**src/rtl/sqrt_pkg.sv**
```systemverilog
// sqrt_pkg: shared width constants and helpers for the pipelined square root.
package sqrt_pkg;
    localparam int W_DEF = 16;

    function automatic int nstages(input int w);
        return w / 2;
    endfunction

    // x >= (root + 0.5)^2 exactly when rem > root; never step past the R-bit maximum
    function automatic logic [31:0] round_root(input logic [31:0] root, input logic [31:0] rem, input int r);
        logic [31:0] max_root;
        max_root = (32'd1 << r) - 32'd1;
        return (rem > root && root != max_root) ? root + 32'd1 : root;
    endfunction
endpackage

```
**src/rtl/sqrt_stage.sv**
```systemverilog
// sqrt_stage: one restoring digit stage, retiring radicand bits [W-1-2K : W-2-2K] and one root bit.
module sqrt_stage
    import sqrt_pkg::*;
#(
    parameter int W = W_DEF,
    parameter int K = 0,
    localparam int R = nstages(W)
) (
    input  logic         clk,
    input  logic         rst,
    input  logic         en,
    input  logic         in_valid,
    input  logic [R-1:0] in_root,
    input  logic [R+1:0] in_rem,
    input  logic [W-1:0] in_rad,
    output logic         out_valid,
    output logic [R-1:0] out_root,
    output logic [R+1:0] out_rem,
    output logic [W-1:0] out_rad
);
    logic [R+3:0] cur, trial;
    logic ge;
    logic valid_q, valid_d;
    logic [R-1:0] root_q, root_d;
    logic [R+1:0] rem_q, rem_d;
    logic [W-1:0] rad_q, rad_d;

    // data registers hold across bubbles so the last stage's outputs stay stable while invalid
    always_comb begin
        cur = {in_rem, in_rad[W-1-2*K -: 2]};
        trial = {2'b00, in_root, 2'b01};
        ge = cur >= trial;
        valid_d = in_valid;
        root_d = in_valid ? {in_root[R-2:0], ge} : root_q;
        rem_d = in_valid ? (R+2)'(ge ? cur - trial : cur) : rem_q;
        rad_d = in_valid ? in_rad : rad_q;
    end

    always_ff @(posedge clk) begin
        if (rst) begin
            valid_q <= 1'b0;
            root_q <= '0;
            rem_q <= '0;
            rad_q <= '0;
        end else if (en) begin
            valid_q <= valid_d;
            root_q <= root_d;
            rem_q <= rem_d;
            rad_q <= rad_d;
        end
    end

    assign out_valid = valid_q;
    assign out_root = root_q;
    assign out_rem = rem_q;
    assign out_rad = rad_q;
endmodule

```
**src/rtl/sqrt_pipe.sv**
```systemverilog
// sqrt_pipe: fully pipelined unsigned integer square root with valid/ready flow control.
// Defining SQRT_ROUND_EN adds a registered round-to-nearest output stage.
module sqrt_pipe
    import sqrt_pkg::*;
#(
    parameter int W = W_DEF,
    localparam int R = nstages(W),
    localparam int N = nstages(W)
) (
    input  logic         clk,
    input  logic         rst,
    input  logic         in_valid,
    output logic         in_ready,
    input  logic [W-1:0] in_data,
    output logic         out_valid,
    input  logic         out_ready,
    output logic [R-1:0] out_root,
    output logic [R:0]   out_rem
);
    logic en;
    logic [N:0] v;
    logic [N:0][R-1:0] root;
    logic [N:0][R+1:0] rem;
    logic [N:0][W-1:0] rad;
    logic unused_bits;

    // a single global enable freezes every stage, bubbles included, while the output stalls
    assign en = !out_valid || out_ready;
    assign in_ready = en && !rst;
    assign v[0] = in_valid;
    assign root[0] = '0;
    assign rem[0] = '0;
    assign rad[0] = in_data;

    for (genvar k = 0; k < N; k++) begin : g_stage
        sqrt_stage #(.W(W), .K(k)) u_stage (
            .clk(clk),
            .rst(rst),
            .en(en),
            .in_valid(v[k]),
            .in_root(root[k]),
            .in_rem(rem[k]),
            .in_rad(rad[k]),
            .out_valid(v[k+1]),
            .out_root(root[k+1]),
            .out_rem(rem[k+1]),
            .out_rad(rad[k+1])
        );
    end

    // the final remainder is at most 2*root, so its top bit and the spent radicand are dead
    assign unused_bits = ^{rad[N], rem[N][R+1]};

`ifdef SQRT_ROUND_EN
    logic out_valid_q, out_valid_d;
    logic [R-1:0] out_root_q, out_root_d;
    logic [R:0] out_rem_q, out_rem_d;

    always_comb begin
        out_valid_d = v[N];
        out_root_d = v[N] ? R'(round_root(32'(root[N]), 32'(rem[N]), R)) : out_root_q;
        out_rem_d = v[N] ? rem[N][R:0] : out_rem_q;
    end

    always_ff @(posedge clk) begin
        if (rst) begin
            out_valid_q <= 1'b0;
            out_root_q <= '0;
            out_rem_q <= '0;
        end else if (en) begin
            out_valid_q <= out_valid_d;
            out_root_q <= out_root_d;
            out_rem_q <= out_rem_d;
        end
    end

    assign out_valid = out_valid_q;
    assign out_root = out_root_q;
    assign out_rem = out_rem_q;
`else
    assign out_valid = v[N];
    assign out_root = root[N];
    assign out_rem = rem[N][R:0];
`endif
endmodule
```
**config.mk**
```make
export PLATFORM = sky130hd
export DESIGN_NAME = sqrt_pipe
export DESIGN_NICKNAME = d
export VERILOG_FILES = /design/src/rtl/sqrt_pkg.sv /design/src/rtl/sqrt_stage.sv /design/src/rtl/sqrt_pipe.sv
export SDC_FILE = /design/constraint.sdc
export NUM_CORES = 1
export LEC_CHECK = 0
export CAP_MARGIN = 20
export CORE_UTILIZATION = 30
export DETAILED_ROUTE_END_ITERATION = 7
export SETUP_SLACK_MARGIN = 0.3
export SYNTH_ARGS = -nofsm -noshare
export SYNTH_HDL_FRONTEND = slang
export SYNTH_HIERARCHICAL = 1
export SYNTH_SLANG_ARGS = --single-unit
```
**constraint.sdc**
```tcl
create_clock -name clk -period 3.05 [get_ports clk]
set_clock_uncertainty 0.05 [all_clocks]
set_input_delay 0.61 -clock clk [delete_from_list [all_inputs] [get_ports clk]]
set_output_delay 0.61 -clock clk [all_outputs]
set_load 0.1 [all_outputs]
```
# ---- Yosys cells after proc, flatten, opt, wreduce, memory -nomap -nowiden
# Index checks and enable logic that the tools add are counted.
dict set report op_classes {
  n_addsub 8
  magnitude_cmp 8
  mux 8
  reduce_logical 12
}
# op count
set ops {}
lappend ops {{10-bit two-way mux} 7}
lappend ops {{2-bit AND reduction} 8}
lappend ops {{12-bit by 3-bit >= comparator with 1-bit output} 1}
lappend ops {{12-bit by 4-bit >= comparator with 1-bit output} 1}
lappend ops {{12-bit by 5-bit >= comparator with 1-bit output} 1}
lappend ops {{12-bit by 6-bit >= comparator with 1-bit output} 1}
lappend ops {{12-bit by 7-bit >= comparator with 1-bit output} 1}
lappend ops {{12-bit by 8-bit >= comparator with 1-bit output} 1}
lappend ops {{12-bit by 9-bit >= comparator with 1-bit output} 1}
lappend ops {{10-bit by 3-bit subtractor with 10-bit output} 1}
lappend ops {{10-bit by 4-bit subtractor with 10-bit output} 1}
lappend ops {{10-bit by 5-bit subtractor with 10-bit output} 1}
lappend ops {{10-bit by 6-bit subtractor with 10-bit output} 1}
lappend ops {{10-bit by 7-bit subtractor with 10-bit output} 1}
lappend ops {{10-bit by 8-bit subtractor with 10-bit output} 1}
lappend ops {{9-bit two-way mux} 1}
lappend ops {{9-bit subtractor} 1}
lappend ops {{2-bit by 1-bit subtractor with 3-bit output (second input constant)} 1}
lappend ops {{2-bit by 1-bit >= comparator with 1-bit output (second input constant)} 1}
lappend ops {{1-bit logical NOT} 2}
lappend ops {{1-bit logical AND} 1}
lappend ops {{1-bit logical OR} 1}
dict set report totals {
  register_bits 179
  in_bits 20
  out_inout_bits 19
  elab_cells 67
}

# ---- Logic depth before layout (Yosys ltp)
# Gate-level depths: netlist (run 1).
dict set report logic_depth {
  word_depth 3
  mapped_depth 10
  mapped_depth_nobuf 8
}

# ---- Hierarchy
# The synthesis (run 1) kept the hierarchy.
# mod n_inst cells_per_inst area_per_inst_um2 seq_area_each_um2
set by_module_without_submodules {}
lappend by_module_without_submodules {sqrt_stage 8 237 1826.8 700.7}
lappend by_module_without_submodules {sqrt_pipe 1 3 31.3 0.0}

# ---- Worst setup path after synthesis (run 1)
# OpenSTA, ideal clock, no wires.
dict set report synth_timing {
  kind {flip-flop to output port}
  from {reg g_stage[7].u_stage.valid_q}
  to {out in_ready}
  arrival_ps 1565
  t_required_ps 2390
  path_slack_ps 825
  stages_incl_launch_ff 3
  cell_sequence {dfxtp_1 > nand2b_4 > nor2b_4}
}
dict set report synth_between {
  elab_chain_cells 3
}
# item line
set synth_lines {}
lappend synth_lines {{start, declared} sqrt_stage.sv:23} ;# logic valid_q, valid_d;
lappend synth_lines {{start signal, assigned} sqrt_stage.sv:46} ;# valid_q <= valid_d;
lappend synth_lines {{1-bit logical NOT} sqrt_pipe.sv:28} ;# assign en = !out_valid || out_ready;
lappend synth_lines {{1-bit logical OR} sqrt_pipe.sv:28}
lappend synth_lines {{named net en} sqrt_pipe.sv:20} ;# logic en;
lappend synth_lines {{1-bit logical AND} sqrt_pipe.sv:29} ;# assign in_ready = en && !rst;
lappend synth_lines {{end, declared} sqrt_pipe.sv:13} ;# output logic in_ready,
# The timed path passes the listed nets, and every way through them passes these cells.

==> results.md, run 1 <==
- Setup violations, final: 0
- GR Overflow Total: 0
- Vias in the first global route: 10.08k
- Clk sinks: 207
- Clk root buf: clkbuf_16
- Leak: 5.216 nW
- CTS Hold Bufs: 0
- Hold depth: 2
- Startpoint Class: flip-flop
- Clock latency at the later pin of the worst-skew pair: between 0.5 and 0.6 ns
- Fin worst setup slack: 0.6205 ns
- Core area: between 30000 and 40000 sq um
- Largest stage delay, worst path: 0.44 ns
- Total of max-cap violations: 0
- Worst Max-Slew Pin Slew: 0.5286 ns
- Fin. Hold Viols: 0
- Drt pass-1 iters: 5
- CTS Buffer Depth: 3
- Dpl hpwl: approximately 22000 um
- Vias: approximately 11k
- Critical Path AT: between 2 and 3 ns
- Nets: 1715
- Fill count: around 4.2k
- Count of pins over their slew limit: 0
- Synth Warn #: 6
- Antenna violations before repair: 1
- Starting Density: 0.3052
- Ratio of final minimum period to clock period: 0.7965
- Cts repair resizes: 0
- Gate Count Post-Synth: ~1.6k
- Vias per cell: 4.926
- Per-cell routed wire length: 13.68 um
- Port Buffers: 38
- Worst-path fanout max: 12
- ANT nets after route: 0
- DRT iter0 DRCs: 709
- P&R area growth vs syn: 14.72%
- Status: finished clean
- IO Pins: 39
- First-pass GRT wire length: 49600 um
- Dpl ws: roughly 0.25 ns
- Cell Chain, Critical Path: inv_1 -> ha_1 -> a21oi_1 -> o21ai_0 -> nand2_1 -> and2_4 -> o31a_1 -> a211oi_2
- Min cycle time layout: 2.429 ns
- Post-layout util: 0.3501
- FF-to-FF setup slack: around 0.62 ns
- Hold_sp: g_stage[4].u_stage/out_rad[0]$_SDFFE_PP0P_
- Flip-flop and latch area: 4144 sq um
- RSZ-0062 raised after global routing: false
- Crit Path Class: reg -> reg
- Hold Path Class: reg -> reg
- Overall Power: 7.252 mW
- CTS H-tree lvls: 1
- CTS tree: built
- Peak VDD IR: 312.4 uV
- GP Congestion: around 0.86
- Die height: 203.5 um
- Mapped Area: between 10000 and 15000 sq um
- CP required: 3.44 ns
- Pwr Density: 519.0 nW/um^2
- R2r endpoint: g_stage[2].u_stage/out_rem[4]$_SDFFE_PP0P_
- Share of cells above drive strength 1: 0.08768
- DIE AREA: just over 40000 sq um
- Die X: 203.5 um
- Max-Slew Margin vs Limit: 0.6468
- Syn_area_per_cell: 7.651 sq um
- Slowest CP cell: dfxtp_1
- FF-to-FF Start: g_stage[1].u_stage/out_root[3]$_SDFFE_PP0P_
- Largest net degree at the start of global routing: 62
- Setup TNS: 0 ns
- Tot GR Track Use: 0.1439
- Hold worst-path end: g_stage[5].u_stage/out_rad[0]$_SDFFE_PP0P_
- CTS clk-pin slew, worst paths: 0.06 ns
- FP Rows: 73
- Crit path capture type: flip-flop
- Post-Route WL: slightly below 30000 um
- Setup bufs post-CTS: 0
- Multi-input gate area: roughly 7200 sq um
- # DRC: 0
- Reg2reg path depth: 8
- TritonCTS Buffers: 23
- Fmax: 0.4116 GHz
critical path: cells and delay by family, from the launching register on:
kind | cells | cell delay [ns]
AO/OA/AOI/OAI | 4 | 0.92
AND/OR/NAND/NOR | 2 | 0.47
flip-flops | 1 | 0.44
adder cells (fa/ha/maj) | 1 | 0.41
buffers and inverters | 1 | 0.07
worst max-delay path by stage:
stage	start	end	slack [ns]
CTS	g_stage[1].u_stage/out_root[3]$_SDFFE_PP0P_	g_stage[2].u_stage/out_rem[4]$_SDFFE_PP0P_	0.61
global placement	in_data[14]	g_stage[0].u_stage/out_rem[4]$_SDFFE_PP0P_	0.28
detailed placement	in_data[14]	g_stage[0].u_stage/out_rem[7]$_SDFFE_PP0P_	0.25
floorplan	g_stage[7].u_stage/out_valid$_SDFFE_PP0P_	in_ready	0.83
finish	g_stage[1].u_stage/out_root[3]$_SDFFE_PP0P_	g_stage[2].u_stage/out_rem[4]$_SDFFE_PP0P_	0.62
global route	g_stage[1].u_stage/out_root[3]$_SDFFE_PP0P_	g_stage[2].u_stage/out_rem[4]$_SDFFE_PP0P_	0.43
where the power goes:
part | total, mW | switching (mW) | internal (mW)
Clock | 3.14 | 1.15 | 1.99
Combinational | 1.26 | 0.741 | 0.517
Sequential | 2.85 | 0.0748 | 2.78
placed cells by master, fill, tap and decap left out, drive strengths merged, types with 9 or more instances in the layout:
cell	n
nor2	111
o211ai	15
a31oi	24
buf	53
nor3	16
a311oi	16
nand2b	17
clkbuf	28
ha	80
o21a	31
and2	16
clkdlybuf4s50	18
nand3	23
xnor2	24
nand4b	15
nand3b	15
nor2b	9
inv	111
nor3b	15
a211oi	40
o21ai	56
conb	35
dfxtp	207
nand2	327
a21oi	198
state kept, by name (all words and copies together), names as in the netlist:
name,cells
g_stage.u_stage/out_root,64
g_stage.u_stage/out_rem,79
g_stage.u_stage/out_rad,56
g_stage.u_stage/out_valid,8
stage by stage:
step	cells	instance area (sq um)	hold slack, ns
2_1_floorplan	1626	12310	0.3780
3_3_place_gp	2115	13110	0.3925
3_5_place_dp	2115	13110	0.3963
4_1_cts	2156	13970	0.3997
5_1_grt	2157	13970	0.4105
6_report	2157	13970	0.3996
metal layers:
layer  part of all wire  track usage  wire [um]  vias to the layer above
met3              0.030      0.01965        898                       50
met2               0.47       0.2417      13820                      141
met5                  0            0          0                        -
met4              0.024      0.04699        720                        0
li1                   -            -          -                     5544
met1               0.48       0.1888      14060                     4890
layout make-up:
cell class | instances | area share
sequential | 207 | 0.2966
timing repair buffer | 71 | 0.04701
inverter | 111 | 0.02982
clock buffer | 28 | 0.04540
antenna | 1 | 0.0001791
multi-input combinational | 1201 | 0.5178
tap | 525 | 0.04701
clock inverter | 13 | 0.01621
Power figures use the tool's default switching activity.
==> run 2, diff against run 1 <==
Clock period 3.05 ns to 2.5 ns, I/O delays scaled along.
==> run 2 against run 1 <==
  * Routed wire length grew 8.4%
  * Highest routed layer unchanged
  * Cell count up 2.8%
  * Global-route usage is 0.79 points higher
  * Via count is 3.5% higher
  * Total power grew 24%
  * Cell area is 5.9% higher
==> results.md, run 2 (synthesis results as in run 1) <==
- GR Overflow Total: 0 (unchanged)
- Fmax: 0.4635 GHz (+13%)
- R2r endpoint: g_stage[1].u_stage/out_rem[4]$_SDFFE_PP0P_
- TritonCTS Buffers: 22 (-4.3%)
- Hold Path Class: in -> reg
- Overall Power: 8.969 mW (+24%)
- Hold depth: 2 (unchanged)
- Drt pass-1 iters: 7 (+2)
- Reg2reg path depth: 7 (-1)
- DRT iter0 DRCs: 593 (-16%)
- Leak: 5.543 nW (+6.3%)
- ANT nets after route: 0 (unchanged)
- Setup TNS: 0 ns (unchanged)
- Ant diodes: 0 (-1)
- FF-to-FF Start: g_stage[0].u_stage/out_root[5]$_SDFFE_PP0P_
- Starting Density: 0.3052 (unchanged)
- Die X: 203.5 um (unchanged)
- IO Pins: 39 (unchanged)
- CTS clk-pin slew, worst paths: 0.06 ns (about the same)
- # DRC: 0 (unchanged)
- Dpl hpwl: 23630 um (+7.2%)
- Tot GR Track Use: 0.1518 (+0.007917)
- Hold_sp: rst
- FF-to-FF setup slack: 0.34 ns (-0.28 ns)
- Min cycle time layout: 2.157 ns (-0.2720 ns)
- DIE AREA: 41410 sq um (unchanged)
- Fin. Hold Viols: 0 (unchanged)
- Critical Path AT: 2.54 ns (-0.28 ns)
- Worst Hold Slack: 0.4004 ns (+0.0007310 ns)
- Dpl ws: -0.09541 ns (-0.3432 ns)
- Total of max-cap violations: 0 (unchanged)
- Largest net degree at the start of global routing: 57 (-8.1%)
- Share of cells above drive strength 1: 0.1618 (+0.07417)
- Per-cell routed wire length: 14.41 um (+5.4%)
- CTS Buffer Depth: 3 (unchanged)
- CTS H-tree lvls: 1 (unchanged)
- CTS tree: built
- Status: finished clean
- Worst-path fanout max: 9 (-3)
- Hold worst-path end: g_stage[5].u_stage/out_root[6]$_SDFFE_PP0P_
- Pwr Density: 605.8 nW/um^2 (+17%)
- Peak VDD IR: 368.8 uV (+18%)
- Port Buffers: 38 (unchanged)
- Vias: 11.00k (+3.5%)
- Startpoint Class: flip-flop
- P&R area growth vs syn: 21.54%
- Vias per cell: 4.959 (+0.66%)
- Die height: 203.5 um (unchanged)
- Max reg flops: 79 (unchanged)
- Crit path capture type: flip-flop
- Fin worst setup slack: 0.3425 ns (-0.2780 ns)
- Vias in the first global route: 10.67k (+5.9%)
- Antenna violations before repair: 0 (-1)
- Clock latency at the later pin of the worst-skew pair: 0.51 ns (about the same)
- Worst Max-Slew Pin Slew: 0.5518 ns (+0.02319 ns)
- First-pass GRT wire length: 52500 um (+5.8%)
- Setup violations, final: 0 (unchanged)
- Clk root buf: clkbuf_16
- Most frequent cells in the layout: 316 x nand2_1, 198 x a21oi_1, 196 x dfxtp_1
- Clk sinks: 207 (unchanged)
- Post-layout util: 0.3709 (+0.02081)
- FP Rows: 73 (unchanged)
- RSZ-0062 raised after global routing: true
- Core area: 39910 sq um (unchanged)
- Count of pins over their slew limit: 0 (unchanged)
- Nets: 1777 (+3.6%)
- Post-Route WL: 31970 um (+8.4%)
- CP required: 2.88 ns (-0.56 ns)
- Crit Path Class: reg -> reg
- Ratio of final minimum period to clock period: 0.8630 (+0.06644)
- GP Congestion: 0.8933 (+4.1%)
- Max-Slew Margin vs Limit: 0.6321 (-0.01461)
- Commonest non-fill, non-tap cell in the layout: nand2_1
[run 2: how the worst max path moves through the flow]
stage / startpoint / end / cells past startpoint
finish: g_stage[0].u_stage/out_root[5]$_SDFFE_PP0P_ / g_stage[1].u_stage/out_rem[4]$_SDFFE_PP0P_ / 7
global route: g_stage[2].u_stage/out_root[7]$_SDFFE_PP0P_ / g_stage[3].u_stage/out_rem[4]$_SDFFE_PP0P_ / 8
CTS: g_stage[5].u_stage/out_root[7]$_SDFFE_PP0P_ / g_stage[6].u_stage/out_rem[3]$_SDFFE_PP0P_ / 8
detailed placement: in_data[15] / g_stage[0].u_stage/out_rem[7]$_SDFFE_PP0P_ / 9
global placement: in_data[14] / g_stage[0].u_stage/out_rem[4]$_SDFFE_PP0P_ / 9
floorplan: g_stage[7].u_stage/out_valid$_SDFFE_PP0P_ / g_stage[0].u_stage/out_rem[2]$_SDFFE_PP0P_ / 5
[run 2: area by class of cell]
class	instances	area, sq um
Clock buffer	26	596.8
Clock inverter	14	229.0
Fill cell	4133	25110
Inverter	111	416.7
Multi-Input combinational cell	1204	7636
Sequential cell	207	4158
Tap cell	525	656.9
Timing Repair Buffer	131	1111
[run 2: metrics by stage]
stage	std cells	area, sq um
global placement	2164	13480
CTS	2214	14420
finish	2218	14800
detailed placement	2164	13480
global route	2218	14800
floorplan	1626	12310
[run 2: what timing repair did]
item                                    in CTS  in global routing
pin swaps                                    3                 12
gates cloned                                 1                  2
resized for setup                           15                 90
buffers inserted                             9                  2
endpoints found under the setup margin      29                 69
hold buffers                                 0                  0
[run 2: worst max-delay path, stage by stage, from the launching register on]
cell,delay (ns)
dfxtp_1,0.36
inv_1,0.10
ha_2,0.41
and3_4,0.24
a41oi_4,0.17
and2_4,0.21
o31a_1,0.31
a211oi_2,0.22
[run 2: per-layer routing]
| metal | vias up | global-route usage | wire length, um |
|---|---|---|---|
| met2 | 162 | 0.2684 | 15470 |
| met1 | 5098 | 0.1915 | 14710 |
| met4 | 0 | 0.04968 | 976 |
| met5 | - | 0 | 0 |
| met3 | 66 | 0.01566 | 816 |
| li1 | 5672 | - | - |
[run 2: power by group]
part / switching [mW] / internal (mW)
logic: 0.986 / 0.780
clock network: 1.39 / 2.33
registers: 0.0933 / 3.39
total: 2.47 / 6.50
==> run 3, diff against run 2 <==
Settings changed: CAP_MARGIN 20 to not set.
==> results of run 3 <==
Final layout, timing and power as in run 2 (identical DEF).
